===== src/rtl/axi4_burst_writer.sv =====
// AXI4 write master: one command (addr, len) plus a streamed beat interface becomes one INCR burst.
// Illegal commands (misaligned, too long, crossing 4 KB) complete with an error and no AXI traffic.
module axi4_burst_writer #(
    parameter int DATA_WIDTH = 256,
    parameter int ADDR_WIDTH = 64,
    parameter int MAX_LEN    = 256
) (
    input  logic                    clock,
    input  logic                    reset,
    input  logic                    writer_start,
    output logic                    writer_ready,
    input  logic [ADDR_WIDTH-1:0]   writer_addr,
    input  logic [7:0]              writer_len,
    input  logic [DATA_WIDTH-1:0]   writer_data,
    input  logic                    writer_data_valid,
    output logic                    writer_data_ready,
    output logic                    writer_idle,
    output logic                    writer_done,
    output logic                    writer_error,
    output logic [ADDR_WIDTH-1:0]   m_axi_awaddr,
    output logic [7:0]              m_axi_awlen,
    output logic [2:0]              m_axi_awsize,
    output logic [1:0]              m_axi_awburst,
    output logic                    m_axi_awvalid,
    input  logic                    m_axi_awready,
    output logic [DATA_WIDTH-1:0]   m_axi_wdata,
    output logic [DATA_WIDTH/8-1:0] m_axi_wstrb,
    output logic                    m_axi_wlast,
    output logic                    m_axi_wvalid,
    input  logic                    m_axi_wready,
    input  logic [1:0]              m_axi_bresp,
    input  logic                    m_axi_bvalid,
    output logic                    m_axi_bready
);
    localparam int BYTES = DATA_WIDTH / 8;
    localparam int OFFS  = $clog2(BYTES);
    localparam logic [8:0] MAX_BEATS = 9'(MAX_LEN);

    typedef enum logic [1:0] {IDLE, BURST, RESP, FIN} state_t;

    state_t                  state, next_state;
    logic [ADDR_WIDTH-1:0]   addr_q;
    logic [7:0]              len_q;
    logic [7:0]              cnt_q;
    logic                    aw_done_q, w_done_q, awvalid_q, error_q, ready_q, idle_q;

    logic        accept, illegal, misaligned, too_long, crosses;
    logic [16:0] span_end;
    logic        beats_left, aw_hs, w_hs, last_hs;

    // 17 bits hold 0xFFF plus 256 beats of 64 bytes without wrapping.
    always_comb begin
        span_end   = {5'b0, writer_addr[11:0]} + ((17'(writer_len) + 17'd1) << OFFS);
        misaligned = |writer_addr[OFFS-1:0];
        too_long   = (9'(writer_len) + 9'd1) > MAX_BEATS;
        crosses    = span_end > 17'd4096;
        illegal    = misaligned | too_long | crosses;
    end

    assign accept     = writer_start && ready_q;
    assign beats_left = (state == BURST) && !w_done_q;
    assign aw_hs      = awvalid_q && m_axi_awready;
    assign w_hs       = beats_left && writer_data_valid && m_axi_wready;
    assign last_hs    = w_hs && (cnt_q == 8'd0);

    always_ff @(posedge clock) begin
        if (reset) state <= IDLE;
        else       state <= next_state;
    end

    always_comb begin
        next_state = state;
        case (state)
            IDLE:    if (accept) next_state = illegal ? FIN : BURST;
            BURST:   if ((aw_done_q || aw_hs) && (w_done_q || last_hs)) next_state = RESP;
            RESP:    if (m_axi_bvalid) next_state = FIN;
            FIN:     next_state = IDLE;
            default: next_state = IDLE;
        endcase
    end

    always_comb begin
        writer_ready      = ready_q;
        writer_idle       = idle_q;
        writer_done       = (state == FIN);
        writer_error      = (state == FIN) && error_q;
        writer_data_ready = beats_left && m_axi_wready;
        m_axi_awaddr      = addr_q;
        m_axi_awlen       = len_q;
        m_axi_awsize      = 3'(OFFS);
        m_axi_awburst     = 2'b01;
        m_axi_awvalid     = awvalid_q;
        m_axi_wdata       = writer_data;
        m_axi_wstrb       = '1;
        m_axi_wlast       = beats_left && (cnt_q == 8'd0);
        m_axi_wvalid      = beats_left && writer_data_valid;
        m_axi_bready      = (state == RESP);
    end

    always_ff @(posedge clock) begin
        if (reset) begin
            addr_q    <= '0;
            len_q     <= '0;
            cnt_q     <= '0;
            aw_done_q <= 1'b0;
            w_done_q  <= 1'b0;
            awvalid_q <= 1'b0;
            error_q   <= 1'b0;
            ready_q   <= 1'b0;
            idle_q    <= 1'b0;
        end else begin
            ready_q <= (next_state == IDLE);
            idle_q  <= (next_state == IDLE);
            if (state == IDLE && accept) begin
                addr_q    <= writer_addr;
                len_q     <= writer_len;
                cnt_q     <= writer_len;
                aw_done_q <= 1'b0;
                w_done_q  <= 1'b0;
                error_q   <= illegal;
                awvalid_q <= !illegal;
            end else begin
                if (aw_hs) begin
                    awvalid_q <= 1'b0;
                    aw_done_q <= 1'b1;
                end
                if (w_hs) begin
                    if (cnt_q != 8'd0) cnt_q <= cnt_q - 8'd1;
                    else               w_done_q <= 1'b1;
                end
                if (state == RESP && m_axi_bvalid) error_q <= (m_axi_bresp != 2'b00);
            end
        end
    end
endmodule


===== config.mk =====
export PLATFORM = sky130hd
export DESIGN_NAME = axi4_burst_writer
export DESIGN_NICKNAME = d
export VERILOG_FILES = /design/src/rtl/axi4_burst_writer.sv
export SDC_FILE = /design/constraint.sdc
export NUM_CORES = 1
export LEC_CHECK = 0
export ABC_AREA = 1
export CAP_MARGIN = 20
export CORE_AREA = 2 2 277 279
export CTS_CLUSTER_DIAMETER = 200
export DETAILED_ROUTE_END_ITERATION = 7
export DIE_AREA = 0 0 279 281
export PLACE_DENSITY = 0.42
export RECOVER_POWER = 25
export SYNTH_ARGS = -nofsm -noshare
export SYNTH_HDL_FRONTEND = slang
export SYNTH_SLANG_ARGS = --single-unit

===== constraint.sdc =====
create_clock -name clock -period 2.6 [get_ports clock]
set_input_delay 0.39 -clock clock [delete_from_list [all_inputs] [get_ports clock]]
set_output_delay 0.39 -clock clock [all_outputs]
set_load 0.005 [all_outputs]

==> impl_metrics.yaml, run 1 <==
setup_path:
  setup.worst_path.start: "writer_len[2]"
  path_class: "primary input to register"
  cp-start-kind: "primary input"
  cp.required_ns: 2.87
  cp-endpoint: "m_axi_awvalid$_SDFFE_PP0P_"
  rr_endpoint: "m_axi_awaddr[42]$_SDFFE_PP0P_"
  r2r_slack_ns: 0.82
  worstReg2RegStart: "writer_idle$_SDFF_PP0_"
  worstSetupEndpointType: "register"
  r2r_cells: 7
  crit_fanout: 4
  arrival_ns: 2.63
sta:
  fmax_mhz: 423
  rsz0062_at_grt: "false"
  final.setup_skew_ns: 0.0110
  period_share_pct: 90.9
  fin_tns_setup_ns: 0
  relSlewSlack_pct: 67.1
  final_hold_viol_count: 0
  worst_pin_slew_ns: 0.490
  slew_violations: 0
  fin_crit_ns: 2.36
  setup_viol: 0
flow_run:
  cap_violations: 0
synthesis:
  synthFlopType: "dfxtp_1"
  ys_ff_latch: 87
  synth_cells: 824
  post-synth-top-count-cell: "buf_4"
  synth-edff-count: 0
  yosysSeqAreaShare_pct: 28.8
  yosysTopAreaCellShare_pct: 36.6
  synthArstFlopShare_pct: 0
  synth_area_per_cell_um2: 7.34
  synth_common_cells: "buf_4 (295), nor2_1 (150), dfxtp_1 (87)"
  synth_cell_types: 36
  syn-cell-area_um2: 6040
  synth_top_cell_by_area: "buf_4"
  synth.area.top_cells: "buf_4 (37%), dfxtp_1 (29%), nor2_1 (9.3%), o21ai_0 (4.4%), nand2_1 (4.2%)"
  yosysWarnings: 0
floorplan:
  rows: 101
  initial_core_util_pct: 8.01
  fp.dieH_um: 281
  io_pins: 711
  core_area_um2: 75400
  dieArea_um2: 78400
  die_x_um: 279
clock_tree:
  clock-sinks: 87
  cts_buffer_depth: 2
  path_clk_slew_ns: 0.07
  cts_root_buf: "clkbuf_16"
  cts_hold_buf: 0
  cts_tree: "done"
  htree_levels: 3
  cts_made_buffers: 9
  clkLatencyLatePin_ns: 0.37
place:
  io_buffer_count: 161
  place.gp.congestion: 0.703
  dpl.hpwl_um: 22100
  placed_cells: 1706
global_route:
  globalRoute.totalOverflow: 0
  grt_antenna_before_repair: 3
  grt_pass1_wl_um: 35800
  grt_pass1_vias: 4865
  gr-usage-all-layers_pct: 6.67
  grt_max_degree: 67
finish:
  stdcell_count: 1726
  utilization_pct: 9.67
  drive_above_1_share_pct: 9.80
  syn2layout_area_growth_pct: 20.7
  fillerInstances: 8738
  layout.nets: 1088
route:
  wl_um: 26800
  route.detailed.drc: 0
  drt-initial-drc-count: 140
  via_count: 4562
  viasPerCell: 2.64
  drtAntennaViolNets: 0
  drt_pass1_iterations: 4
  routedWlPerCell_um: 15.6
pwr:
  power_density_nw_per_um2: 608
  totalPowerFinal_mw: 4.44
  peakVddDrop_mv: 0.416
  p_leak_nw: 2.82
hold_path:
  hp-start: "m_axi_awlen[5]$_SDFFE_PP0P_"
  hp-class: "register to register"
run_status:
  status: "finished, final reports clean"
[where the power goes]
part	switching, mW	internal, mW
clock network	0.657	0.875
logic	0.653	0.630
registers	0.102	1.52
total	1.41	3.02
[logic make-up after synthesis]
| group | after synthesis | share of synthesized area [%] |
|---|---|---|
| buffers and inverters | 358 | 40.8 |
| adders and majority gates | 11 | 2.40 |
| AOI/OAI and AO/OA | 98 | 8.67 |
| other | 2 | 0.124 |
| xor gates and xnor gates | 6 | 0.869 |
| DFF | 87 | 28.8 |
| and+or+nand+nor | 262 | 18.4 |
[cells in the final DEF, fill, tap and decap left out, types with 14 or more instances in the layout]
master	Yosys	layout
inv_1	33	33
buf_4	295	23
o21ai_1	18	18
conb_1	2	37
nand3_1	21	21
o21ai_0	53	53
nand2_1	68	66
dfxtp_1	87	87
clkdlybuf4s50_1	0	158
nor2_1	150	149
a21oi_1	16	14
[through the flow]
stage	hold WS (ns)	cell area [um2]	setup slack (ns)
floorplan	0.435	6180	0.480
finish	0.450	7300	0.236
global placement	0.446	6930	-0.443
detailed placement	0.439	6930	-0.445
global route	0.481	7290	0.111
CTS	0.456	7260	0.0143
[sequential cells by signal, indices dropped and copies added, names as in the netlist]
signal / flops
writer_idle: 1
error_q: 1
m_axi_awvalid: 1
w_done_q: 1
state: 2
aw_done_q: 1
cnt_q: 8
m_axi_awlen: 8
m_axi_awaddr: 64
[timing repair]
item | 4_1_cts | 5_1_grt
setup buffers | 0 | 1
endpoints found under the setup margin | 3 | 4
resized for setup | 1 | 8
pin swaps | 0 | 1
[routing by layer]
layer  vias to the layer above  global-route usage (%)  share of wire [%]
met2                       407                    10.5                 45
met4                         2                    4.65                5.9
met5                         -                       0              0.048
met1                      1952                    5.71                 32
li1                       2086                       -                  -
met3                       115                    5.35                 17
[worst min-delay path by stage]
| stage | endpoint | slack [ns] | cells past startpoint |
|---|---|---|---|
| after floorplan | aw_done_q$_SDFFE_PP0P_ | 0.43 | 2 |
| after CTS | m_axi_awlen[5]$_SDFFE_PP0P_ | 0.46 | 2 |
| after detailed placement | m_axi_awlen[5]$_SDFFE_PP0P_ | 0.44 | 2 |
| final | m_axi_awlen[5]$_SDFFE_PP0P_ | 0.45 | 2 |
| after global placement | m_axi_awlen[5]$_SDFFE_PP0P_ | 0.45 | 2 |
| after global routing | m_axi_awlen[5]$_SDFFE_PP0P_ | 0.48 | 2 |
[cell type report]
| cell class | count | area (um2) | share of cell area [%] |
|---|---|---|---|
| sequential | 87 | 1740 | 23.9 |
| clock buffer | 10 | 239 | 3.27 |
| clock inverter | 6 | 93.8 | 1.29 |
| tap | 978 | 1220 | 16.8 |
| timing repair buffer | 187 | 1850 | 25.3 |
| multi-input combinational | 414 | 1990 | 27.2 |
| antenna | 3 | 7.51 | 0.103 |
| inverter | 41 | 156 | 2.14 |
[worst max-delay path: stages]
cell and delay [ns]:
clkdlybuf4s50_1 0.52, buf_4 0.14, nand3_2 0.09, nor2_2 0.13, xor2_1 0.18, ha_1 0.30
nand2_1 0.11, inv_1 0.04, nand2_1 0.08, nand3_1 0.09, nand2_1 0.08, nand2_1 0.05
nand3_1 0.08, nand2_1 0.05, nand2_1 0.10, nand2_2 0.08, nand2_1 0.07, nor2_1 0.03
No activity file was read; power rests on OpenSTA's default activity.
==> inputs of run 2 (changes only) <==
CORE_AREA = 2 2 276 278   (was 2 2 277 279)
DIE_AREA = 0 0 278 280   (was 0 0 279 281)
PLACE_DENSITY = 0.43   (was 0.42)
clock period = 2 ns   (was 2.6 ns; I/O delays follow)
==> impl_metrics.yaml, run 2 (synthesis results as in run 1) <==
pwr:
  power_density_nw_per_um2: 761
  power_frac_seq_pct: 36.4
  pwr-share-clk_pct: 32.4
  comb_power_share_pct: 31.2
  switching_power_mw: 1.89
  p_sw_share_pct: 32.6
  peakVddDrop_mv: 0.507
  p_int_mw: 3.91
  totalPowerFinal_mw: 5.80
  p_leak_nw: 2.97
setup_path:
  r2r_cells: 12
  crit_slowest_cell: "fa_1"
  path_common_cell: "nor2_1"
  slowest_delay_ns: 0.44
  r2r_slack_ns: 0.31
  path_cells: "clkdlybuf4s15_1 -> buf_6 -> ha_4 -> fa_1 -> nor2_1 -> nand3_1 -> nor2_1 -> nand2_1 -> nor2_1 -> nand3_1 -> nand2_2 -> nand2_4 -> nand2_4 -> nand2_1 -> nor2_1"
  arrival_ns: 2.26
  cp-start-kind: "primary input"
  crit_fanout: 3
  worstSetupEndpointType: "register"
  rr_endpoint: "writer_idle$_SDFF_PP0_"
  path_class: "primary input to register"
  cp.required_ns: 2.31
  worstReg2RegStart: "cnt_q[0]$_SDFFE_PP0P_"
finish:
  design_area_um2: 7620
  layout_commonest_cell: "clkdlybuf4s50_1"
  fillerInstances: 8695
  largest_reg_flops: 64
  drive_above_1_share_pct: 15.7
  utilization_pct: 10.1
  syn2layout_area_growth_pct: 26.1
  layout.nets: 1105
  stdcell_count: 1742
  layout_common_cells: "clkdlybuf4s50_1 (150), nor2_1 (145), dfxtp_1 (86)"
global_route:
  globalRoute.totalOverflow: 0
  gr-usage-all-layers_pct: 6.74
  grt_pass1_wl_um: 36700
  grt_pass1_vias: 4814
  grt_antenna_before_repair: 3
  grt_max_degree: 45
place:
  place.gp.congestion: 0.746
  io_buffer_count: 161
  dpl-instance-area_um2: 7130
  dpl.hpwl_um: 22700
  placed_cells: 1722
clock_tree:
  path_clk_slew_ns: 0.07
  cts_root_buf: "clkbuf_16"
  cts_made_buffers: 9
  clock-sinks: 87
  clkLatencyLatePin_ns: 0.37
  htree_levels: 3
  cts_buffer_depth: 2
  cts_tree: "done"
hold_path:
  holdPathEnd: "m_axi_awaddr[6]$_SDFFE_PP0P_"
  hp-start: "writer_addr[6]"
  hp-class: "primary input to register"
  whs_path_depth: 4
route:
  routedWlPerCell_um: 15.9
  route.detailed.drc: 0
  drt-initial-drc-count: 174
  viasPerCell: 2.70
  wl_um: 27600
  drt_pass1_iterations: 4
  via_count: 4712
  drtAntennaViolNets: 0
sta:
  final_hold_viol_count: 0
  fmax_mhz: 511
  slew_violations: 0
  rsz0062_at_grt: "true"
  final.setup_skew_ns: 0.00672
  period_share_pct: 97.8
  fin_crit_ns: 1.96
  setup_viol: 0
floorplan:
  dieArea_um2: 77800
  core_area_um2: 75200
  fp.dieH_um: 280
  initial_core_util_pct: 8.04
  die_x_um: 278
  io_pins: 711
  rows: 101
flow_run:
  cap_violations: 0
run_status:
  status: "finished, final reports clean"
==> run 2: how the worst max path moves through the flow <==
| stage | start | endpoint | cells past startpoint |
|---|---|---|---|
| after global placement | writer_len[0] | m_axi_awvalid$_SDFFE_PP0P_ | 20 |
| after detailed placement | writer_len[1] | m_axi_awvalid$_SDFFE_PP0P_ | 20 |
| after global routing | writer_len[2] | m_axi_awvalid$_SDFFE_PP0P_ | 18 |
| after floorplan | writer_len[0] | state[1]$_SDFF_PP0_ | 18 |
| after CTS | writer_len[2] | m_axi_awvalid$_SDFFE_PP0P_ | 16 |
| final | writer_addr[5] | m_axi_awvalid$_SDFFE_PP0P_ | 15 |
==> run 2: routing by layer <==
layer	GRT usage, %	part of all wire (%)
met1	6.12	31
met5	0.625	0.32
met4	6.42	8.9
met3	5.40	19
met2	9.34	41
==> run 2: area by class of cell <==
cell class / count / area, um2 / share of cell area (%)
inverter: 41 / 156 / 2.05
timing repair buffer: 204 / 2040 / 26.7
clock inverter: 6 / 75.1 / 0.985
antenna: 2 / 5.00 / 0.0657
sequential: 87 / 1740 / 22.9
clock buffer: 10 / 239 / 3.14
tap: 978 / 1220 / 16.1
multi-input combinational: 414 / 2140 / 28.1
==> run 2: what timing repair did <==
item                                    4_1_cts  5_1_grt
hold buffers                                  0        0
endpoints found under the setup margin        4        6
pin swaps                                    17       17
gates resized for setup                      35       32
setup buffers                                 1        1
hold endpoints to repair                      0        0
==> run 2: power by group through the flow <==
stage	Combinational [mW]	Clock (mW)	Sequential, mW
4_1_cts	1.80	1.97	2.12
3_5_place_dp	1.77	0	2.15
6_report	1.81	1.88	2.11
3_3_place_gp	1.76	0	2.15
5_1_grt	2.01	2.03	2.15
2_1_floorplan	1.18	0	2.15
==> run 2: stage by stage <==
stage	setup slack (ns)	TNS [ns]	hold WS (ns)
3_5_place_dp	-0.970	-2.84	0.439
5_1_grt	-0.154	-0.322	0.436
3_3_place_gp	-0.887	-2.61	0.444
4_1_cts	-0.0211	-0.0211	0.419
6_report	0.0443	0	0.374
2_1_floorplan	0.00311	0	0.396
==> run 2: worst max-delay path: cells and delay by family <==
family / cells / cell delay (ns)
adder cells (fa/ha/maj): 2 / 0.60
buffers and inverters: 2 / 0.32
AND/OR/NAND/NOR: 11 / 1.03
==> inputs of run 3 (changes only) <==
==> constraint.sdc (replaced) <==
create_clock -name clock -period 2 [get_ports clock]
set_input_delay 0.3 -clock clock [delete_from_list [all_inputs] [get_ports clock]]
set_output_delay 0.3 -clock clock [all_outputs]
set_load 0.05 [all_outputs]
==> impl_metrics.yaml, run 3 (synthesis results as in run 1) <==
pwr:
  p_sw_share_pct: 41.9
  switching_power_mw: 2.78
  power_frac_seq_pct: 31.8
  power_density_nw_per_um2: 877
  comb_power_share_pct: 40.9
  p_int_mw: 3.85
  pwr-share-clk_pct: 27.2
  peakVddDrop_mv: 0.444
  p_leak_nw: 2.98
clock_tree:
  cts_root_buf: "clkbuf_16"
  cts_made_buffers: 9
  htree_levels: 3
  cts_tree: "done"
  clkLatencyLatePin_ns: 0.37
  cts_hold_buf: 0
  clock-sinks: 87
  cts_buffer_depth: 2
  path_clk_slew_ns: 0.07
place:
  place.gp.congestion: 0.762
  pre_cts_slack_ns: -0.917
  io_buffer_count: 161
  dpl-instance-area_um2: 7060
  placed_cells: 1720
  dpl.hpwl_um: 20900
route:
  drt-initial-drc-count: 178
  drt_pass1_iterations: 4
  routedWlPerCell_um: 14.9
  via_count: 4718
  viasPerCell: 2.71
  wl_um: 25900
  drtAntennaViolNets: 0
  route.detailed.drc: 0
sta:
  fmax_mhz: 525
  worst_pin_slew_ns: 0.546
  fin_crit_ns: 1.90
  fin_ws_ns: 0.0956
  final_hold_viol_count: 0
  relSlewSlack_pct: 63.5
  fin_hold_ws_ns: 0.379
  final.setup_skew_ns: 0.0126
  setup_viol: 0
  period_share_pct: 95.2
  slew_violations: 0
floorplan:
  fp.dieH_um: 280
  dieArea_um2: 77800
  die_x_um: 278
  core_area_um2: 75200
  rows: 101
  io_pins: 711
  initial_core_util_pct: 8.04
finish:
  largest_reg_flops: 64
  syn2layout_area_growth_pct: 25.1
  diodes: 0
  stdcell_count: 1739
  layout_commonest_cell: "nor2_1"
  drive_above_1_share_pct: 19.1
  design_area_um2: 7560
  layout_common_cells: "nor2_1 (145), clkdlybuf4s50_1 (125), dfxtp_1 (87)"
  layout.nets: 1104
setup_path:
  crit_fanout: 4
  rr_endpoint: "writer_idle$_SDFF_PP0_"
  path_class: "register to output pin"
  worstReg2RegStart: "cnt_q[0]$_SDFFE_PP0P_"
  cp-endpoint: "m_axi_wlast"
  cp.required_ns: 1.70
  cp-start-kind: "register"
  r2r_cells: 12
  arrival_ns: 1.60
  setup.worst_path.start: "cnt_q[0]$_SDFFE_PP0P_"
  r2r_slack_ns: 0.28
  worstSetupEndpointType: "output pin"
global_route:
  grt_antenna_before_repair: 5
  grt_pass1_wl_um: 34600
  grt_pass1_vias: 4889
  globalRoute.totalOverflow: 0
  gr-usage-all-layers_pct: 6.32
  grt_max_degree: 54
flow_run:
  cap_violations: 0
hold_path:
  hp-class: "primary input to register"
run_status:
  status: "finished, final reports clean"
run 3: metrics by stage:
stage               power (mW)  utilization, %  TNS [ns]
detailed placement        4.83            9.38     -2.73
floorplan                 5.20               -         0
CTS                       6.78            9.91  -0.00208
global placement          4.82            9.38     -2.66
finish                    6.63            10.1         0
global route              7.03            10.1   -0.0295
run 3: worst max-delay path, stage by stage, from the launching register on:
cell     delay [ns]
dfxtp_1        0.30
inv_1          0.13
ha_2           0.26
nand2_4        0.12
nor3_4         0.24
buf_12         0.17
run 3: metal layers:
layer  track usage (%)  part of all wire, %
met1              6.00                   34
met2              8.90                   41
met3              4.69                   17
met4              5.60                  7.4
met5             0.563                 0.36
run 3: worst min path at each step:
stage                                     start                            to  slack, ns  cells after the start
floorplan                                 reset   m_axi_awlen[7]$_SDFFE_PP0P_       0.40                      1
global placement    m_axi_awlen[0]$_SDFFE_PP0P_   m_axi_awlen[0]$_SDFFE_PP0P_       0.44                      2
detailed placement  m_axi_awlen[5]$_SDFFE_PP0P_   m_axi_awlen[5]$_SDFFE_PP0P_       0.44                      2
CTS                              writer_addr[5]  m_axi_awaddr[5]$_SDFFE_PP0P_       0.44                      3
global route                     writer_addr[6]  m_axi_awaddr[6]$_SDFFE_PP0P_       0.39                      4
finish                           writer_addr[6]  m_axi_awaddr[6]$_SDFFE_PP0P_       0.38                      4
run 3: timing repair:
item / 4_1_cts / 5_1_grt
cloned: 0 / 0
setup endpoints to repair: 4 / 4
resized for setup: 32 / 44
pin swaps: 9 / 22
buffers inserted: 1 / 3
endpoints found under the hold margin: 0 / 0
run 3: final cells by class:
cell class / count / area (um2)
well taps: 978 / 1220
repair buffers: 203 / 1970
multi-input cells: 414 / 2170
flip-flops and latches: 87 / 1740
fillers: 8694 / 67600
clock inverters: 7 / 78.8
clock buffers: 9 / 225
inverters: 41 / 156
run 3: power groups by stage:
stage / Sequential, mW / Combinational (mW) / Clock (mW)
4_1_cts: 2.11 / 2.73 / 1.93
5_1_grt: 2.14 / 2.92 / 1.97
3_5_place_dp: 2.14 / 2.68 / 0
6_report: 2.11 / 2.71 / 1.81
3_3_place_gp: 2.14 / 2.69 / 0
2_1_floorplan: 2.84 / 2.35 / 0
